[src/rtl/edge_event_monitor.sv]
// Multi-channel edge event monitor: sync, glitch filter,
// per-channel edge mode, one-cycle pulse and sticky W1C flags.
module edge_event_monitor #(
  parameter int CH          = 8,
  parameter int SYNC_STAGES = 2,
  parameter int FILT_CYCLES = 3,
  parameter int CNT_W       = $clog2(FILT_CYCLES + 1)
) (
  input  logic            iClk,
  input  logic            iRst_n,
  input  logic [CH-1:0]   iSig,
  input  logic [2*CH-1:0] iMode,
  input  logic [CH-1:0]   iClr,
  output logic [CH-1:0]   oLevel,
  output logic [CH-1:0]   oPulse,
  output logic [CH-1:0]   oSticky,
  output logic            oAny
);

  localparam logic [CNT_W-1:0] CNT_MAX =
    CNT_W'(FILT_CYCLES - 1);

  logic [CH-1:0]    sync_d [SYNC_STAGES];
  logic [CH-1:0]    sync_q [SYNC_STAGES];
  logic [CNT_W-1:0] cnt_d  [CH];
  logic [CNT_W-1:0] cnt_q  [CH];
  logic [CH-1:0]    level_d, level_q;
  logic [CH-1:0]    pulse_d, pulse_q;
  logic [CH-1:0]    sticky_d, sticky_q;
  logic             any_d, any_q;
  logic [CH-1:0]    sync_w;

  assign sync_w = sync_q[SYNC_STAGES-1];

  // Synchroniser shift chain.
  always_comb begin
    sync_d[0] = iSig;
    for (int k = 1; k < SYNC_STAGES; k++) begin
      sync_d[k] = sync_q[k-1];
    end
  end

  // Filter, edge qualification and sticky next-state.
  always_comb begin
    level_d = level_q;
    pulse_d = '0;
    for (int i = 0; i < CH; i++) begin
      cnt_d[i] = cnt_q[i];
      if (sync_w[i] == level_q[i]) begin
        cnt_d[i] = '0;
      end else if (cnt_q[i] == CNT_MAX) begin
        level_d[i] = sync_w[i];
        cnt_d[i]   = '0;
        pulse_d[i] = sync_w[i] ? iMode[2*i]
                               : iMode[2*i+1];
      end else begin
        cnt_d[i] = cnt_q[i] + 1'b1;
      end
    end
    sticky_d = (sticky_q & ~iClr) | pulse_d;
    any_d    = |sticky_d;
  end

  // State registers.
  always_ff @(posedge iClk or negedge iRst_n) begin
    if (!iRst_n) begin
      for (int k = 0; k < SYNC_STAGES; k++) begin
        sync_q[k] <= '0;
      end
      for (int i = 0; i < CH; i++) begin
        cnt_q[i] <= '0;
      end
      level_q  <= '0;
      pulse_q  <= '0;
      sticky_q <= '0;
      any_q    <= 1'b0;
    end else begin
      for (int k = 0; k < SYNC_STAGES; k++) begin
        sync_q[k] <= sync_d[k];
      end
      for (int i = 0; i < CH; i++) begin
        cnt_q[i] <= cnt_d[i];
      end
      level_q  <= level_d;
      pulse_q  <= pulse_d;
      sticky_q <= sticky_d;
      any_q    <= any_d;
    end
  end

  assign oLevel  = level_q;
  assign oPulse  = pulse_q;
  assign oSticky = sticky_q;
  assign oAny    = any_q;

endmodule

[config.mk]
export PLATFORM = sky130hd
export DESIGN_NAME = edge_event_monitor
export DESIGN_NICKNAME = d
export VERILOG_FILES = /design/src/rtl/edge_event_monitor.sv
export SDC_FILE = /design/constraint.sdc
export NUM_CORES = 1
export LEC_CHECK = 0
export ABC_CLOCK_PERIOD_IN_PS = 1400
export CAP_MARGIN = 20
export CORE_ASPECT_RATIO = 1.75
export CORE_UTILIZATION = 46
export CTS_CLUSTER_SIZE = 40
export DETAILED_ROUTE_END_ITERATION = 12
export DONT_BUFFER_PORTS = 1
export PLACE_DENSITY = 0.61
export SLEW_MARGIN = 20
export SYNTH_ARGS = -nofsm -noshare
export SYNTH_HDL_FRONTEND = slang
export SYNTH_SLANG_ARGS = --single-unit
[constraint.sdc]
create_clock -name iClk -period 1.4 [get_ports iClk]
set_input_delay 0.21 -clock iClk [delete_from_list [all_inputs] [get_ports iClk]]
set_output_delay 0.21 -clock iClk [all_outputs]
set_load 0.005 [all_outputs]
==> impl_metrics.toml, run 1 <==
[cells_and_area]
layout_commonest_cell = "dfrtp_1"
fin_area_mm2 = 0.00244
area_delta_synth_final_pct = 15.0
fillCellCount = 368
n_antenna_cell = 0
layout_common_cells = "dfrtp_1, nand3b_1, clkbuf_8"
utilization = 0.554
final_layout_size_suffix_gt1_frac = 0.223
layout.nets = 195

[clock_network]
cts_tree = "built"
cts-resized-gates = 0
hold_buffers = 8
clock_latency_ps = 320
ctsRootBufferMaster = "clkbuf_8"
clockBufferDepth = 2
htreeDepth = 3
cts_sinks = 57
clkSlewWorstSetupHoldPaths_ps = 60
cts_setup_buffers = 0
numCtsBuffers = 9

[outcome]
violations = "negative hold slack"
status = "complete, but fails checks"

[routing]
wl_mm = 3.26
first_pass_iters = 4
drc = 0
drt-initial-drc-count = 10
vias_per_cell = 5.37
ant_nets = 0
vias = 1165
drt-wirelength-per-cell_um = 15.0

[timing]
hold_violations = 57
clock_skew_ps = 4.90
worst_slew_pin_slew_ps = 288
setup_violations = 0
whs_ps = -420
final.period_utilization = 0.898
fin_crit_ps = 1260
rsz0062_at_grt = "no"
fmax_mhz = 795
slew_violations = 0
worst_slew_margin_rel = 0.808
setup-tns-final_ps = 0

[floorplanning]
start_util = 0.482
die_h_um = 91.9
fp-row-count = 32
die_w_um = 53.3
dieArea_mm2 = 0.00490
core-area_mm2 = 0.00440
pin_count = 59

[logic_synthesis]
syn_inst = 142
synth_xor_area_frac = 0.0330
seq_area_frac_synth = 0.672
yosysWarnings = 0
yosys.area_share.simple = 0.154
syn-cell-area_mm2 = 0.00212
async_flop_share = 1.00
avgSynthCellArea_um2 = 14.9
synth_top_family_by_area = "simple AND/OR/NAND/NOR gates"
muxShareOfSynthArea = 0.0425
synthAdderAreaFrac = 0
synthDistinctLibCells = 16
synth-main-ff-cell = "dfrtp_1"
synth_edf_count = 0
synth_nets = 176
synth_compound_area_frac = 0.0914
synth_seq_cells = 57

[pwr]
power_density_mw_per_mm2 = 1900
ir_drop_uv = 1200
leakagePower_nw = 1.09
total_power_w = 0.00462

[worst_setup_path]
cp-end-kind = "flop"
cp_max_fo = 5
cp.required_ps = 1580
worstSetupPathType = "reg -> reg"
r2r_slack_ps = 140
start_kind = "flop"
critPathArrivalTime_ps = 1440
r2r_start = "oLevel[5]"
r2r_cells = 4
r2r_end = "oAny"
worstSetupStartpoint = "oLevel[5]"

[placed_design]
dpl_cell_area_mm2 = 0.00219
place_congestion = 0.702
hpwl_mm = 2.37
place.port_buffers = 0

[grt]
grt_pass1_wl_mm = 5.22
grt_usage = 0.155
antenna_found_initial = 0
grt_max_degree = 58
grt.overflow.total = 0
grt_pass1_vias = 1295

[worst_hold_path]
hp-class = "in -> async"

[run]
cap_viol_max_count = 0
[per-layer routing]
layer	share of wire	GRT usage	wire length (um)
met5	0	0	0
met3	0.089	0.0514	290
met1	0.36	0.147	1170
met4	0.012	0.125	40
met2	0.54	0.254	1760
[logic make-up after synthesis]
logic type / count (synthesis)
DFF: 57
and+or+nand+nor: 49
buffers and inverters: 4
AOI/OAI and AO/OA: 16
muxes: 8
xor gates and xnor gates: 8
[worst max-delay path by stage]
stage	end	slack [ps]	cells after the start
after floorplan	oAny	250	4
after global placement	oAny	110	4
after detailed placement	oAny	120	4
after CTS	oAny	110	4
after global routing	oAny	40	4
final	oAny	140	4
[flip-flops by register name (all words and copies together) (netlist names)]
register and cells:
sync_d 8, oPulse 8, oAny 1, cnt_q 16, oSticky 8, oLevel 8
sync_w 8
[per-stage QoR]
step / worst slack, ps / instances / hold WS, ps
6_report: 142 / 217 / -420
3_3_place_gp: 107 / 193 / -84.5
2_1_floorplan: 247 / 142 / -85.6
4_1_cts: 106 / 217 / -445
3_5_place_dp: 123 / 193 / -84.4
5_1_grt: 43.8 / 217 / -446
[critical path, cell delays in order, from the launching register on]
cell	delay (ps)
dfrtp_1	430
nand3b_1	160
a21oi_2	80
a2111oi_2	340
nand4_1	110
[synth_stat cells, types with 3 or more instances]
master     count  area share
dfrtp_1       57        0.67
nand3b_1      16       0.057
mux2_2         8       0.042
nand2b_1       8       0.024
nor3_1         8       0.019
nor3b_1        8       0.028
xnor2_1        8       0.033
a21oi_2        7       0.029
a21o_1         4       0.014
inv_1          4      0.0071
nor2b_1        4       0.012
or2_2          4       0.012
a2111oi_4      3       0.039
[power breakdown]
group          switching [W]  internal, W  total, W
Sequential          0.000388      0.00207   0.00246
Combinational       0.000327     0.000537  0.000864
Clock               0.000573     0.000730   0.00130
[area by class of cell]
cell class	instances	area (um^2)	area share
repair buffers	8	80.1	0.0328
multi-input cells	81	681	0.279
flip-flops and latches	57	1430	0.585
clock buffers	13	159	0.0651
inverters	4	15.0	0.00615
clock inverters	3	15.0	0.00615
well taps	51	63.8	0.0262
Note: power is estimated with default switching activity, not from simulation.
==> inputs of run 2 (changes only) <==
--- a/config.mk
+++ b/config.mk
@@ -6,7 +6,6 @@
 export NUM_CORES = 1
 export LEC_CHECK = 0
 export ABC_CLOCK_PERIOD_IN_PS = 1400
-export CAP_MARGIN = 20
 export CORE_ASPECT_RATIO = 1.75
 export CORE_UTILIZATION = 46
 export CTS_CLUSTER_SIZE = 40
==> results of run 2 <==
Same layout as run 1: the final DEF is identical, and so are final timing and power.
